$ cat config.mk
export PLATFORM = sky130hd
export DESIGN_NAME = digit_serial_sub
export DESIGN_NICKNAME = d
export VERILOG_FILES = /design/src/rtl/digit_serial_sub.sv
export SDC_FILE = /design/constraint.sdc
export NUM_CORES = 1
export LEC_CHECK = 0
export CAP_MARGIN = 0
export CORE_ASPECT_RATIO = 1.2
export CORE_UTILIZATION = 50
export CTS_CLUSTER_DIAMETER = 30
export DETAILED_ROUTE_END_ITERATION = 7
export PLACE_DENSITY = 0.83
export SLEW_MARGIN = 20
export SYNTH_ARGS = -nofsm -noshare
export SYNTH_HDL_FRONTEND = slang
export SYNTH_SLANG_ARGS = --single-unit
export TNS_END_PERCENT = 10
$ cat constraint.sdc
create_clock -name clk -period 2.9 [get_ports clk]
set_input_delay 0.58 -clock clk [delete_from_list [all_inputs] [get_ports clk]]
set_output_delay 0.58 -clock clk [all_outputs]
set_load 0.02 [all_outputs]
$ cat src/rtl/digit_serial_sub.sv
// digit_serial_sub: multi-cycle N-bit borrow-propagate subtractor.
// Computes y = a - b - bin (mod 2^N) and the borrow-out, W bits per clock.
// The operands shift right one digit per RUN cycle. The result digits shift in from the top,
// so after N/W cycles digit 0 sits in the least significant position.
//
// state | meaning
// ------+------------------------------------------------------------
// IDLE  | in_ready=1, waiting for an operand bundle
// RUN   | one digit subtracted per cycle, borrow carried in borrow_q
// DONE  | out_valid=1, y/bout held until out_ready
module digit_serial_sub #(
    parameter int N = 32,
    parameter int W = 8
) (
    input  logic         clk,
    input  logic         rst_n,
    input  logic         in_valid,
    output logic         in_ready,
    input  logic [N-1:0] a,
    input  logic [N-1:0] b,
    input  logic         bin,
    output logic         out_valid,
    input  logic         out_ready,
    output logic [N-1:0] y,
    output logic         bout
);

    localparam int W_SAFE = (W >= 1) ? W : 1;
    localparam int ND     = N / W_SAFE;
    localparam int CW     = (ND > 1) ? $clog2(ND) : 1;
    localparam logic [CW-1:0] K_LAST = CW'(ND - 1);

    // A width that does not tile N would silently drop bits, so refuse to build it.
    generate
        if ((W < 1) || (W > N) || ((N % W_SAFE) != 0)) begin : g_bad_width
            $error("digit_serial_sub: W must divide N and satisfy 1 <= W <= N");
        end
    endgenerate

    typedef enum logic [1:0] {
        IDLE = 2'd0,
        RUN  = 2'd1,
        DONE = 2'd2
    } state_t;

    state_t        state;
    logic [N-1:0]  a_q;
    logic [N-1:0]  b_q;
    logic          borrow_q;
    logic [CW-1:0] k;

    logic [W:0]    diff;
    logic [W-1:0]  d;
    logic          borrow_next;
    logic [N-1:0]  a_shift;
    logic [N-1:0]  b_shift;
    logic [N-1:0]  y_shift;

    // One digit of borrow-propagate subtraction; the extra MSB is the borrow-out.
    assign diff        = {1'b0, a_q[W-1:0]} - {1'b0, b_q[W-1:0]} - {{W{1'b0}}, borrow_q};
    assign d           = diff[W-1:0];
    assign borrow_next = diff[W];

    // With a single digit there is nothing to shift, so the shifters collapse.
    generate
        if (ND == 1) begin : g_single
            assign a_shift = '0;
            assign b_shift = '0;
            assign y_shift = d;
        end else begin : g_multi
            assign a_shift = a_q >> W;
            assign b_shift = b_q >> W;
            assign y_shift = {d, y[N-1:W]};
        end
    endgenerate

    // Control FSM plus datapath registers; handshake flags are registered with the state.
    always_ff @(posedge clk) begin
        if (!rst_n) begin
            state     <= IDLE;
            in_ready  <= 1'b1;
            out_valid <= 1'b0;
            a_q       <= '0;
            b_q       <= '0;
            borrow_q  <= 1'b0;
            k         <= '0;
            y         <= '0;
            bout      <= 1'b0;
        end else begin
            case (state)
                IDLE: begin
                    if (in_valid) begin
                        a_q      <= a;
                        b_q      <= b;
                        borrow_q <= bin;
                        k        <= '0;
                        in_ready <= 1'b0;
                        state    <= RUN;
                    end
                end
                RUN: begin
                    a_q      <= a_shift;
                    b_q      <= b_shift;
                    y        <= y_shift;
                    borrow_q <= borrow_next;
                    if (k == K_LAST) begin
                        bout      <= borrow_next;
                        k         <= '0;
                        out_valid <= 1'b1;
                        state     <= DONE;
                    end else begin
                        k <= k + 1'b1;
                    end
                end
                DONE: begin
                    if (out_ready) begin
                        out_valid <= 1'b0;
                        in_ready  <= 1'b1;
                        state     <= IDLE;
                    end
                end
                default: begin
                    out_valid <= 1'b0;
                    in_ready  <= 1'b1;
                    state     <= IDLE;
                end
            endcase
        end
    end

endmodule
==> results of run 1 <==
-- logic make-up after synthesis --
logic type | count (synthesis) | share of synthesized area (%)
AOI/OAI and AO/OA | 216 | 26.0
xor gates and xnor gates | 4 | 0.741
adders and majority gates | 15 | 4.29
buffers and inverters | 75 | 6.88
DFF | 104 | 44.0
muxes | 2 | 0.423
and+or+nand+nor | 198 | 17.6
-- flip-flops by register name, summed over array words and instances (netlist names) --
name,cells
a_q,32
k,2
in_ready,1
b_q,32
bout,1
y,32
borrow_q,1
out_valid,1
state,2
-- cell usage after synthesis (all sizes together) (3+ instances only) --
master	n
o211ai	3
o21ai	103
a21boi	26
dfxtp	104
inv	25
nor3	3
nor2b	19
and2	4
nor2	54
ha	13
buf	27
clkbuf	23
a21oi	59
nand2	108
a22oi	17
-- power by group through the flow --
| stage | Clock, mW | Combinational, mW | Sequential (mW) |
|---|---|---|---|
| 2_1_floorplan | 0 | 0.421 | 1.64 |
| 3_3_place_gp | 0 | 0.653 | 1.62 |
| 3_5_place_dp | 0 | 0.674 | 1.63 |
| 4_1_cts | 0.804 | 0.679 | 1.60 |
| 5_1_grt | 0.864 | 0.757 | 1.61 |
| 6_report | 0.792 | 0.678 | 1.60 |
-- worst max-delay path, cell delays in order, from the launching register on --
cell	delay [ns]
dfxtp_1	0.34
inv_1	0.05
fa_1	0.44
fa_1	0.43
nor3b_1	0.30
o211ai_1	0.16
o211ai_1	0.14
xnor2_1	0.17
a21oi_1	0.09
-- metal layers --
| metal | track usage (%) | vias to the layer above | wire, um |
|---|---|---|---|
| li1 | - | 2205 | - |
| met1 | 25.4 | 1953 | 4600 |
| met2 | 41.3 | 136 | 5230 |
| met3 | 4.22 | 22 | 535 |
| met4 | 9.64 | 0 | 221 |
| met5 | 0 | - | 0 |
-- layout make-up --
class | instances | area, um2 | share of cell area (%)
inverter | 25 | 93.8 | 1.59
multi-input combinational | 435 | 2330 | 39.3
clock buffer | 12 | 145 | 2.45
sequential | 104 | 2080 | 35.2
clock inverter | 3 | 18.8 | 0.317
tap | 120 | 150 | 2.54
timing repair buffer | 112 | 1100 | 18.6
-- final timing paths --
| kind | endpoint | slack [ns] | cells past startpoint |
|---|---|---|---|
| hold reg to reg | y[7]$_SDFFE_PN0P_ | 0.47 | 2 |
| setup reg to reg | borrow_q$_SDFFE_PN0P_ | 0.63 | 8 |
| hold / removal | y[7]$_SDFFE_PN0P_ | 0.47 | 2 |
| setup / recovery | borrow_q$_SDFFE_PN0P_ | 0.63 | 8 |
-- through the flow --
stage	hold WS, ns	setup slack [ns]
after floorplan	0.482	0.796
after global placement	0.450	0.741
after detailed placement	0.458	0.653
after CTS	0.470	0.635
after global routing	0.497	0.537
final	0.465	0.631
==> impl_metrics.ini, run 1 <==
[placement]
dp.cells = 796
place_congestion = 0.810
numPortBuffers = 103
dpl_cell_area_mm2 = 0.00576
dp_hpwl_um = 7370

[route]
wirelength_um = 10600
drc = 0
drtIter0Drc = 266
vias_per_cell = 5.32
postRouteAntennaNets = 0
post_drt_wl_per_cell_um = 13.1
drtPass1Iterations = 4
vias = 4316

[timing]
clock_skew_ns = 0.00914
tightestPinTransition_ns = 0.735
slew_headroom_pct = 50.8
fin_tns_setup_ns = 0
finalHoldViolations = 0
timing.fmax_mhz = 441
slew_violations = 0
fin_crit_sh_pct = 78.2
period_needed_ns = 2.27
rsz0062_at_grt = false
setup-violations-final = 0

[clocking]
numCtsBuffers = 9
cts.sinks = 104
cts.repair.resized = 0
insertion_delay_ns = 0.37
htree_levels = 3
cts_root_buffer = clkbuf_8
clockBufferDepth = 2
path_clk_slew_ns = 0.09
cts_tree = yes
cts_hold_buf = 0
postCtsSetupRepairBufs = 0

[die]
die_area_mm2 = 0.00985
floorplan.initialDensity_pct = 51.8
core_mm2 = 0.00913
dieWidth_um = 90.8
die_y_um = 109
io_pins = 104
std_cell_rows = 38

[worst_setup_path]
cp.required_ns = 3.12
critPathMaxFanout = 3
crit_path_end_kind = flip-flop
timing.rr.start = b_q[0]$_SDFFE_PN0P_
crit_path_start_kind = flip-flop
worstSetupPathType = reg2reg
critPathLaunch = b_q[0]$_SDFFE_PN0P_
cp.arrival_ns = 2.49

[outcome]
status = complete, no violations

[finish]
antenna_cells = 0
final_core_util_pct = 64.8
postLayoutCellArea_mm2 = 0.00592
fillers = 767
fin_cells = 811
final_cell_mix = 107 x nand2_1, 103 x dfxtp_1, 101 x clkdlybuf4s50_1
final_nets = 771
layout-drive-gt1-share_pct = 4.63
synthToLayoutAreaGrowth_pct = 25.2
final_common_cell = nand2_1

[yosys]
synth_seq_area_share_pct = 44.0
synthCells = 614
ys_seq_elements = 104
ys_top_cells_by_area = dfxtp_1 44%, o21ai_0 11%, nand2_1 8.5%
synth_nets = 698
ys_warn_count = 0
synth-async-reset-ratio_pct = 0
syn-cell-area_mm2 = 0.00473
synth_ff_type = dfxtp_1
synth.largest_area_cell = dfxtp_1
synth_edf_count = 0
synth.distinct_cells = 41
synth_area_per_cell_um2 = 7.70
yosysTopAreaCellShare_pct = 44.0

[hold_path]
min_from = y[7]$_SDFFE_PN0P_
hp-class = reg2reg

[global_route]
grt_max_degree = 50
grt_pass1_vias = 4123
antenna_found_initial = 0
overflow = 0
grt_pass1_wl_um = 18000
grt_use_total_pct = 22.5

[job]
max-cap-violations = 0

[power]
pwr-share-clk_pct = 25.8
p_leak_nw = 2.21
switching_share_pct = 28.7
irDropWorstVdd_uv = 312
total_power_mw = 3.07
power.switching_mw = 0.881
power_density_mw_per_mm2 = 518
combinationalPowerShare_pct = 22.1
p_seq_share_pct = 52.0
intPower_mw = 2.18
No activity file was read; power rests on OpenSTA's default activity.
==> run 2, diff against run 1 <==
--- a/config.mk
+++ b/config.mk
@@ -7,10 +7,10 @@
 export LEC_CHECK = 0
 export CAP_MARGIN = 0
 export CORE_ASPECT_RATIO = 1.2
-export CORE_UTILIZATION = 50
+export CORE_UTILIZATION = 46
 export CTS_CLUSTER_DIAMETER = 30
 export DETAILED_ROUTE_END_ITERATION = 7
-export PLACE_DENSITY = 0.83
+export PLACE_DENSITY = 0.81
 export SLEW_MARGIN = 20
 export SYNTH_ARGS = -nofsm -noshare
 export SYNTH_HDL_FRONTEND = slang
==> constraint.sdc (replaced) <==
create_clock -name clk -period 2 [get_ports clk]
set_input_delay 0.4 -clock clk [delete_from_list [all_inputs] [get_ports clk]]
set_output_delay 0.4 -clock clk [all_outputs]
set_load 0.02 [all_outputs]
==> run 2 against run 1 <==
The run now ends with negative setup slack left. Clock skew is 0.0035 ns lower. Cell area increased by 3.9%. Flip-flop and latch count is the same. Highest routed layer unchanged.
==> impl_metrics.ini, run 2 (same netlist as run 1, synthesis figures left out) <==
[die]
core_mm2 = 0.0100
io_pins = 104
dieWidth_um = 94.6
floorplan.initialDensity_pct = 47.3
die_area_mm2 = 0.0107
std_cell_rows = 40
die_y_um = 113

[worst_setup_path]
rr_worst_depth = 8
crit_path_end_kind = flip-flop
r2r-end = y[28]$_SDFFE_PN0P_
critPathMaxFanout = 3
cp_cell_sequence = inv_2 > fa_2 > fa_2 > nand2b_1 > a21oi_2 > xor2_1 > o21ai_0 > and2_1
cp.arrival_ns = 2.26
crit_top_cell = fa_2
crit_path_start_kind = flip-flop
reg2reg_slack_ns = -0.02
worstSetupPathType = reg2reg
timing.rr.start = b_q[0]$_SDFFE_PN0P_
cp.required_ns = 2.24
cpMaxStageDelayCell = fa_2
crit_path_max_incr_delay_ns = 0.38

[hold_path]
hold_path_end = y[7]$_SDFFE_PN0P_
min_from = rst_n
hp-class = in2reg
holdPathStages = 2

[route]
postRouteAntennaNets = 0
wirelength_um = 10800
drc = 0
post_drt_wl_per_cell_um = 13.2
vias_per_cell = 5.40
vias = 4441
drtPass1Iterations = 5
drtIter0Drc = 229

[global_route]
grt_pass1_wl_um = 18300
grt_use_total_pct = 21.2
overflow = 0
grt_max_degree = 49
antenna_found_initial = 0
grt_pass1_vias = 4175

[power]
total_power_mw = 5.19
power_density_mw_per_mm2 = 843
p_leak_nw = 2.30
irDropWorstVdd_uv = 485

[placement]
place_congestion = 0.826
dp_hpwl_um = 7420
numPortBuffers = 103
dp_slack_ns = -0.159

[finish]
reg_top3 = a_q (32), b_q (32), y (32)
antenna_cells = 0
final_common_cell = nand2_1
final_nets = 776
synthToLayoutAreaGrowth_pct = 30.1
final_cell_mix = 107 x nand2_1, 102 x dfxtp_1, 101 x clkdlybuf4s50_1
final_core_util_pct = 61.5
layout-drive-gt1-share_pct = 7.32

[timing]
timing.fmax_mhz = 495
clock_skew_ns = 0.00563
period_needed_ns = 2.02
finalHoldViolations = 0
slew_headroom_pct = 59.5
slew_violations = 0
tightestPinTransition_ns = 0.608
rsz0062_at_grt = true
fin_ws_ns = -0.0215
fin_crit_sh_pct = 101
setup-violations-final = 3

[job]
max-cap-violations = 0

[clocking]
path_clk_slew_ns = 0.07
cts_root_buffer = clkbuf_16
cts.sinks = 104
insertion_delay_ns = 0.35
htree_levels = 3
cts_tree = yes
cts_hold_buf = 0
numCtsBuffers = 9
clockBufferDepth = 2

[outcome]
status = finished with violations
violations = negative setup slack
## run 2: changes by cell type in the layout (fill, tap and decap cells not counted), moves of 3 or more
cell / change
ha_1: -3
inv_6: +3
clkbuf_16: +9
buf_4: +6
clkbuf_8: -10
## run 2: worst max-delay path by stage
| stage | start | to | slack [ns] |
|---|---|---|---|
| global route | b_q[0]$_SDFFE_PN0P_ | y[28]$_SDFFE_PN0P_ | -0.11 |
| floorplan | borrow_q$_SDFFE_PN0P_ | y[31]$_SDFFE_PN0P_ | 0.0006 |
| CTS | b_q[0]$_SDFFE_PN0P_ | borrow_q$_SDFFE_PN0P_ | -0.01 |
| finish | b_q[0]$_SDFFE_PN0P_ | y[28]$_SDFFE_PN0P_ | -0.02 |
| global placement | borrow_q$_SDFFE_PN0P_ | borrow_q$_SDFFE_PN0P_ | -0.06 |
| detailed placement | borrow_q$_SDFFE_PN0P_ | borrow_q$_SDFFE_PN0P_ | -0.16 |
## run 2: power by group
part	internal (mW)	switching, mW
combinational	0.515	0.545
clock	0.999	0.811
sequential	2.22	0.0943
total	3.74	1.45
## run 2: layout make-up
cell class	count	area, um2
fillers	872	3860
multi-input cells	435	2380
flip-flops and latches	104	2080
repair buffers	117	1130
clock buffers	9	225
well taps	126	158
inverters	25	93.8
clock inverters	7	83.8
## run 2: what timing repair did
item / CTS / global route
hold endpoints to repair: 0 / 0
endpoints found under the setup margin: 5 / 4
pin swaps: 5 / 1
setup buffers: 1 / 0
gates resized for setup: 4 / 4
## run 2: layer usage
metal	up-vias	wire [um]	part of all wire [%]	track usage, %
li1	2222	-	-	-
met1	2037	4770	44	26.0
met2	166	5250	48	37.1
met3	16	612	5.6	3.23
met4	0	206	1.9	7.98
met5	-	0	0	0
## run 2: worst max-delay path, delay by kind of cell, from the launching register on
family / cells / cell delay (ns)
buffers and inverters: 1 / 0.04
AOI/OAI and AO/OA: 2 / 0.25
DFF: 1 / 0.34
xor gates and xnor gates: 1 / 0.15
adders and majority gates: 2 / 0.76
and+or+nand+nor: 2 / 0.37
## run 2: per-stage QoR
step | area (um2) | hold slack (ns) | setup TNS, ns | instances
after detailed placement | 5810 | 0.457 | -0.457 | 806
after global routing | 6150 | 0.419 | -0.356 | 823
after CTS | 6130 | 0.402 | -0.0102 | 823
after floorplan | 4760 | 0.482 | 0 | 614
after global placement | 5810 | 0.448 | -0.167 | 806
final | 6150 | 0.407 | -0.0378 | 823
